$ cat src/rtl/mouse_init_ctrl.sv
// mouse_init_ctrl: sequences PS/2 mouse initialisation (reset, optional sample
// rate, enable streaming) with retries and timeouts. In STREAM it forwards the
// bytes of each 3-byte packet and resynchronises the downstream decoder when a
// packet stalls.
// Optional feature: define MOUSE_RATE_CMD_EN to insert the F3 / SAMPLE_RATE
// exchange between the ID byte and the enable command.
module mouse_init_ctrl #(
    parameter int         RESP_TIMEOUT = 50_000_000,
    parameter int         PKT_GAP      = 200_000,
    parameter int         MAX_RETRY    = 3,
    parameter logic [7:0] SAMPLE_RATE  = 8'd100
) (
    input  logic       clk,
    input  logic       rst,
    output logic [7:0] txData,
    output logic       txStart,
    input  logic       txBusy,
    input  logic       txDone,
    input  logic       txErr,
    input  logic       rxReady,
    input  logic [7:0] rxData,
    output logic       mouseReady,
    output logic [7:0] mouseData,
    output logic       decoderRst,
    output logic       initDone,
    output logic       initError,
    output logic [1:0] retryCount,
    output logic [3:0] ctrlState
);

    localparam int RESP_W = $clog2(RESP_TIMEOUT + 1);
    localparam int GAP_W  = $clog2(PKT_GAP + 1);

    localparam logic [RESP_W-1:0] RESP_LAST = RESP_W'(RESP_TIMEOUT - 1);
    localparam logic [GAP_W-1:0]  GAP_LAST  = GAP_W'(PKT_GAP - 1);

    localparam logic [7:0] BYTE_ACK    = 8'hFA;
    localparam logic [7:0] BYTE_RESEND = 8'hFE;
    localparam logic [7:0] BYTE_BAT_OK = 8'hAA;
    localparam logic [7:0] BYTE_ID     = 8'h00;

    typedef enum logic [3:0] {
        SEND_RST      = 4'd0,
        WAIT_ACK_RST  = 4'd1,
        WAIT_BAT      = 4'd2,
        WAIT_ID       = 4'd3,
        SEND_RATE     = 4'd4,
        WAIT_ACK_RATE = 4'd5,
        SEND_RATE_VAL = 4'd6,
        WAIT_ACK_VAL  = 4'd7,
        SEND_EN       = 4'd8,
        WAIT_ACK_EN   = 4'd9,
        STREAM        = 4'd10,
        ERROR         = 4'd11
    } state_e;

    // Command byte transmitted by each SEND_* state.
    function automatic logic [7:0] cmd_byte(input state_e s);
        case (s)
            SEND_RST:      cmd_byte = 8'hFF;
            SEND_RATE:     cmd_byte = 8'hF3;
            SEND_RATE_VAL: cmd_byte = SAMPLE_RATE;
            SEND_EN:       cmd_byte = 8'hF4;
            default:       cmd_byte = 8'h00;
        endcase
    endfunction

    // WAIT_ACK_* state that follows a successful transmit.
    function automatic state_e wait_of(input state_e s);
        case (s)
            SEND_RST:      wait_of = WAIT_ACK_RST;
            SEND_RATE:     wait_of = WAIT_ACK_RATE;
            SEND_RATE_VAL: wait_of = WAIT_ACK_VAL;
            SEND_EN:       wait_of = WAIT_ACK_EN;
            default:       wait_of = SEND_RST;
        endcase
    endfunction

    // SEND_* state to go back to when the device asks for a resend.
    function automatic state_e resend_of(input state_e s);
        case (s)
            WAIT_ACK_RST:  resend_of = SEND_RST;
            WAIT_ACK_RATE: resend_of = SEND_RATE;
            WAIT_ACK_VAL:  resend_of = SEND_RATE_VAL;
            WAIT_ACK_EN:   resend_of = SEND_EN;
            default:       resend_of = SEND_RST;
        endcase
    endfunction

    // State reached once a WAIT_ACK_* sees the acknowledge byte.
    function automatic state_e ack_next(input state_e s);
        case (s)
            WAIT_ACK_RST:  ack_next = WAIT_BAT;
            WAIT_ACK_RATE: ack_next = SEND_RATE_VAL;
            WAIT_ACK_VAL:  ack_next = SEND_EN;
            WAIT_ACK_EN:   ack_next = STREAM;
            default:       ack_next = SEND_RST;
        endcase
    endfunction

    state_e            state_q, state_d;
    logic              sent_q, sent_d;
    logic [RESP_W-1:0] resp_cnt_q, resp_cnt_d;
    logic [GAP_W-1:0]  gap_cnt_q, gap_cnt_d;
    logic [1:0]        idx_q, idx_d;
    logic [1:0]        retry_q, retry_d;
    logic              tx_start_q, tx_start_d;
    logic [7:0]        tx_data_q, tx_data_d;
    logic              mouse_ready_q, mouse_ready_d;
    logic [7:0]        mouse_data_q, mouse_data_d;
    logic              dec_rst_q, dec_rst_d;
    logic              init_done_q, init_done_d;
    logic              init_error_q, init_error_d;

    logic              enter_s;
    logic              fail_s;
    logic              resp_expired_s;

    // Next-state, timer, packet-index and output decode.
    always_comb begin
        state_d        = state_q;
        sent_d         = sent_q;
        resp_cnt_d     = resp_cnt_q;
        gap_cnt_d      = gap_cnt_q;
        idx_d          = idx_q;
        retry_d        = retry_q;
        tx_start_d     = 1'b0;
        tx_data_d      = tx_data_q;
        mouse_ready_d  = 1'b0;
        mouse_data_d   = mouse_data_q;
        dec_rst_d      = 1'b0;
        enter_s        = 1'b0;
        fail_s         = 1'b0;
        resp_expired_s = (resp_cnt_q >= RESP_LAST);

        case (state_q)
            SEND_RST, SEND_RATE, SEND_RATE_VAL, SEND_EN: begin
                tx_data_d = cmd_byte(state_q);
                // one request per visit, issued as soon as the line is free
                if (!sent_q && !txBusy) begin
                    tx_start_d = 1'b1;
                    sent_d     = 1'b1;
                end else begin
                    tx_start_d = 1'b0;
                end
                if (sent_q && txErr) begin
                    fail_s = 1'b1;
                end else if (sent_q && txDone) begin
                    state_d = wait_of(state_q);
                    enter_s = 1'b1;
                end else if (rxReady) begin
                    fail_s = 1'b1;
                end else begin
                    state_d = state_q;
                end
            end

            WAIT_ACK_RST, WAIT_ACK_RATE, WAIT_ACK_VAL, WAIT_ACK_EN: begin
                // a received byte takes priority over a simultaneous timeout
                if (rxReady) begin
                    if (rxData == BYTE_ACK) begin
                        state_d = ack_next(state_q);
                        enter_s = 1'b1;
                    end else if (rxData == BYTE_RESEND) begin
                        state_d = resend_of(state_q);
                        enter_s = 1'b1;
                    end else begin
                        fail_s = 1'b1;
                    end
                end else if (resp_expired_s) begin
                    fail_s = 1'b1;
                end else begin
                    state_d = state_q;
                end
            end

            WAIT_BAT: begin
                if (rxReady) begin
                    if (rxData == BYTE_BAT_OK) begin
                        state_d = WAIT_ID;
                        enter_s = 1'b1;
                    end else begin
                        fail_s = 1'b1;
                    end
                end else if (resp_expired_s) begin
                    fail_s = 1'b1;
                end else begin
                    state_d = state_q;
                end
            end

            WAIT_ID: begin
                if (rxReady) begin
                    if (rxData == BYTE_ID) begin
`ifdef MOUSE_RATE_CMD_EN
                        state_d = SEND_RATE;
`else
                        state_d = SEND_EN;
`endif
                        enter_s = 1'b1;
                    end else begin
                        fail_s = 1'b1;
                    end
                end else if (resp_expired_s) begin
                    fail_s = 1'b1;
                end else begin
                    state_d = state_q;
                end
            end

            STREAM: begin
                if (rxReady) begin
                    gap_cnt_d = '0;
                    // a first byte without the always-one bit is out of sync
                    if ((idx_q == 2'd0) && !rxData[3]) begin
                        idx_d = 2'd0;
                    end else begin
                        mouse_ready_d = 1'b1;
                        mouse_data_d  = rxData;
                        idx_d         = (idx_q == 2'd2) ? 2'd0 : (idx_q + 2'd1);
                    end
                end else if (idx_q != 2'd0) begin
                    if (gap_cnt_q >= GAP_LAST) begin
                        dec_rst_d = 1'b1;
                        idx_d     = 2'd0;
                        gap_cnt_d = '0;
                    end else begin
                        gap_cnt_d = gap_cnt_q + GAP_W'(1);
                    end
                end else begin
                    gap_cnt_d = '0;
                end
            end

            ERROR: begin
                state_d = ERROR;
            end

            default: begin
                state_d = SEND_RST;
                enter_s = 1'b1;
            end
        endcase

        // failed attempt: retry from the reset command or give up
        if (fail_s) begin
            enter_s = 1'b1;
            if (({30'd0, retry_q} + 32'd1) >= 32'(MAX_RETRY)) begin
                state_d = ERROR;
            end else begin
                retry_d = retry_q + 2'd1;
                state_d = SEND_RST;
            end
        end else begin
            retry_d = retry_q;
        end

        if (enter_s || rxReady) begin
            resp_cnt_d = '0;
        end else if (!resp_expired_s) begin
            resp_cnt_d = resp_cnt_q + RESP_W'(1);
        end else begin
            resp_cnt_d = resp_cnt_q;
        end

        // every state entry starts with a fresh transmit flag and packet
        if (enter_s) begin
            sent_d     = 1'b0;
            tx_start_d = 1'b0;
            idx_d      = 2'd0;
            gap_cnt_d  = '0;
            dec_rst_d  = (state_d == STREAM);
        end else begin
            sent_d = sent_d;
        end

        init_done_d  = (state_d == STREAM);
        init_error_d = (state_d == ERROR);
    end

    // State and output registers, cleared asynchronously by rst.
    always_ff @(posedge clk or posedge rst) begin
        if (rst) begin
            state_q       <= SEND_RST;
            sent_q        <= 1'b0;
            resp_cnt_q    <= '0;
            gap_cnt_q     <= '0;
            idx_q         <= 2'd0;
            retry_q       <= 2'd0;
            tx_start_q    <= 1'b0;
            tx_data_q     <= 8'h00;
            mouse_ready_q <= 1'b0;
            mouse_data_q  <= 8'h00;
            dec_rst_q     <= 1'b0;
            init_done_q   <= 1'b0;
            init_error_q  <= 1'b0;
        end else begin
            state_q       <= state_d;
            sent_q        <= sent_d;
            resp_cnt_q    <= resp_cnt_d;
            gap_cnt_q     <= gap_cnt_d;
            idx_q         <= idx_d;
            retry_q       <= retry_d;
            tx_start_q    <= tx_start_d;
            tx_data_q     <= tx_data_d;
            mouse_ready_q <= mouse_ready_d;
            mouse_data_q  <= mouse_data_d;
            dec_rst_q     <= dec_rst_d;
            init_done_q   <= init_done_d;
            init_error_q  <= init_error_d;
        end
    end

    assign txData     = tx_data_q;
    assign txStart    = tx_start_q;
    assign mouseReady = mouse_ready_q;
    assign mouseData  = mouse_data_q;
    assign decoderRst = dec_rst_q;
    assign initDone   = init_done_q;
    assign initError  = init_error_q;
    assign retryCount = retry_q;
    assign ctrlState  = state_q;

endmodule

$ cat config.mk
export PLATFORM = sky130hd
export DESIGN_NAME = mouse_init_ctrl
export DESIGN_NICKNAME = d
export VERILOG_FILES = /design/src/rtl/mouse_init_ctrl.sv
export SDC_FILE = /design/constraint.sdc
export NUM_CORES = 1
export LEC_CHECK = 0
export CAP_MARGIN = 5
export CORE_MARGIN = 1
export CORE_UTILIZATION = 48
export CTS_CLUSTER_SIZE = 12
export DETAILED_ROUTE_END_ITERATION = 8
export PLACE_DENSITY = 0.69
export SLEW_MARGIN = 20
export SYNTH_ARGS = -nofsm -noshare
export SYNTH_HDL_FRONTEND = slang
export SYNTH_SLANG_ARGS = --single-unit
$ cat constraint.sdc
create_clock -name clk -period 3.4 [get_ports clk]
set_input_delay 0.34 -clock clk [delete_from_list [all_inputs] [get_ports clk]]
set_output_delay 0.34 -clock clk [all_outputs]
set_load 0.005 [all_outputs]
==> run_results.csv <==
group,metric,value,unit
layout,multi_input_comb_area,2070,µm²
global_routing,grt-ovfl-total,0,
worst_setup_path,slowest_stage,"or4_1",
routing,routed-wl-met3,452,µm
sta,fin_crit_sh,79.2,%
yosys,ys_types,55,
yosys,synth.avg_cell_area,8.76,µm²
worst_setup_path,worstPathArrival,2980,ps
routing,drt_wl_total,9210,µm
power_and_ir_drop,p_leak,1.99,nW
layout,area_growth_syn_to_layout,16.4,%
yosys,netlist_instances,458,
die,pin_count,41,
yosys,syn-cell-area,4010,µm²
sta,worstMarginPinSlew,761,ps
die,start_util,50.9,%
layout,layout.cells.non_filler,594,
routing,drt_iter0_markers,210,
yosys,synthAdderAreaFrac,1.25,%
clock_network,clk_latency,350,ps
clock_network,numClockSinks,71,
sta,period_needed,2690,ps
place,place.gp.congestion,0.882,
layout,seqCellArea,1780,µm²
yosys,synth.area.top_cells,"dfrtp_1 (44%), xor2_1 (5.2%), nand2_1 (5.0%)",
worst_hold_path,hold_path.class,"in -> async",
die,die-width,93.4,µm
worst_setup_path,max_stage_delay,570,ps
sta,final-hold-violation-count,0,
yosys,synth_top_flop_cell,"dfrtp_1",
place,dpl.cell_count,578,
sta,maxSlewViolCount,0,
place,portBuffers,40,
sta,max_freq,371,MHz
clock_network,cts_made_buffers,9,
clock_network,path_clk_slew,90,ps
yosys,syn_nets,476,
worst_setup_path,critPathMostFrequentCell,"or4_1",
clock_network,cts_tree,"yes",
global_routing,antenna_found_initial,0,
global_routing,grt_max_degree,40,
global_routing,track_usage,23.1,%
worst_setup_path,reg2reg_depth,6,
routing,met1Wirelength,4460,µm
die,dieArea,8730,µm²
clock_network,postCtsSetupRepairBufs,0,
place,place_area,4480,µm²
clock_network,cts_root_buffer,"clkbuf_8",
layout,n_antenna_cell,0,
die,core,7890,µm²
global_routing,grt_pass1_vias,3351,
global_routing,grt_pass1_wl,15800,µm
layout,nNetsFinal,505,
worst_setup_path,critPathLaunchType,"flip-flop",
yosys,yosys-mux-area-fraction,1.06,%
place,dp_hpwl,6240,µm
routing,routed-wl-met2,4190,µm
clock_network,clockBufferDepth,2,
routing,drtAntennaViolNets,0,
sta,finalClockSkew,12.4,ps
worst_setup_path,crit_fanout,12,
yosys,synth-xor-area-share,5.68,%
power_and_ir_drop,power.density,528,nW/µm²
routing,vias_per_cell,5.98,
sta,slew_headroom,49.2,%
yosys,synth_edf_count,0,
clock_network,cts.repair.resized,0,
routing,top_layer,"met4",
die,die_h,93.4,µm
die,num_rows,32,
yosys,synth-compound-area-share,12.1,%
worst_setup_path,path_class,"reg -> reg",
yosys,synth_top_area_share,44.3,%
routing,drt-wirelength-per-cell,15.5,µm
layout,drive_gt1_share,6.71,%
yosys,synth-seq-cells,71,
layout,final_cell_area,4670,µm²
clock_network,cts-htree-levels,3,
yosys,ys_seq_area_share,44.3,%
routing,drc,0,
worst_setup_path,cp-end-kind,"flip-flop",
yosys,synthSimpleGateAreaFrac,31.1,%
layout,fill_cells,702,
clock_network,cts_hold_buf,0,
worst_setup_path,cp_cell_sequence,"or4_1 > or3_1 > o22a_1 > or2_1 > or4_1 > nand3_1",
routing,dr.pass1.iters,4,
routing,vias,3554,
flow_run,maxCapViolations,0,
sta,finalSetupViolations,0,
yosys,synth_top_family_by_area,"simple AND/OR/NAND/NOR gates",
outcome,status,"finished, final reports clean",
power_and_ir_drop,vdd_drop_max,0.255,mV
yosys,ys_warn_count,0,
worst_setup_path,required,3690,ps
yosys,yosys.area.top_type,"dfrtp_1",
yosys,synth_async_sr_flop_share,100,%
sta,fin_setup_tns,0,ps
sta,rsz0062_at_grt,"no",
cell families after synthesis:
kind of cell / after synthesis
buf+inv: 43
simple gates: 235
compound gates: 75
flops: 71
xor+xnor: 26
mux: 4
fa+ha+maj: 4
metrics by stage:
step                setup slack (ps)  util, %  power, mW  hold WS [ps]
finish                           706     59.2       2.47           407
global route                     526     59.2       2.64           459
CTS                              719     59.1       2.49           416
detailed placement               508     56.8       1.86           461
global placement                 562     56.8       1.85           459
floorplan                        999        -       1.54           413
worst max-delay path: cells and delay by family, from the launching register on:
kind	cells	cell delay (ps)
AND/OR/NAND/NOR	5	1870
flip-flops	1	440
AO/OA/AOI/OAI	1	320
Yosys cell counts (all sizes together), types with 2 or more instances:
cell type,count
a211oi,2
a21oi,18
a31oi,3
and2,8
and3,16
and3b,2
and4,8
buf,5
clkbuf,27
dfrtp,71
ha,4
inv,11
mux2,2
mux2i,2
nand2,53
nand2b,4
nand3,32
nand3b,4
nand4,24
nand4b,4
nor2,21
nor3,34
nor3b,2
nor4,7
o2111ai,2
o211a,2
o21ai,20
o21bai,2
o22a,2
o22ai,7
o2bb2ai,2
o31a,2
o31ai,2
or2,3
or3,9
or4,3
xnor2,2
xor2,24
state kept, by name (all words and copies together) (netlist names):
signal / count
ctrlState: 4
decoderRst: 1
gap_cnt_q: 18
idx_q: 2
initDone: 1
initError: 1
mouseData: 8
mouseReady: 1
resp_cnt_q: 26
retryCount: 2
sent_q: 1
txData: 5
txStart: 1
power breakdown:
| group | switching [mW] | internal (mW) |
|---|---|---|
| Clock | 0.346 | 0.270 |
| Sequential | 0.103 | 0.957 |
| Combinational | 0.440 | 0.350 |
routing by layer:
layer,track usage [%],vias to the layer above
met5,0,-
li1,-,1730
met1,32.8,1716
met3,3.66,12
met2,34.8,96
met4,10.1,0
worst paths after layout:
path / start / to / slack, ps
worst max-delay path: gap_cnt_q[12] / gap_cnt_q[12] / 710
worst min register to register: mouseData[7] / mouseData[7] / 480
min in group clk: mouseData[7] / mouseData[7] / 480
max in group asynchronous: rst / decoderRst / 2230
worst min-delay path: rst / mouseData[6] / 410
worst max register to register: gap_cnt_q[12] / gap_cnt_q[12] / 710
cell usage in the layout, fill, tap and decap left out, types with 7 or more instances in the layout:
| master | count |
|---|---|
| dfrtp_1 | 71 |
| nand2_1 | 53 |
| clkdlybuf4s50_1 | 40 |
| nor3_1 | 34 |
| nand3_1 | 32 |
| nand4_1 | 24 |
| xor2_1 | 24 |
| nor2_1 | 21 |
| o21ai_0 | 19 |
| a21oi_1 | 18 |
| and3_1 | 16 |
| inv_1 | 10 |
| buf_4 | 10 |
| or3_1 | 9 |
| clkbuf_8 | 9 |
| and4_1 | 8 |
| nor4_1 | 7 |
| and2_1 | 7 |
| o22ai_1 | 7 |
area by class of cell:
cell class	count	area share (%)
Multi-Input combinational cell	344	44.3
Tap cell	102	2.73
Inverter	11	0.884
Sequential cell	71	38.1
Clock buffer	9	2.65
Timing Repair Buffer	50	10.2
Clock inverter	7	1.21
No activity file was read; power rests on OpenSTA's default activity.
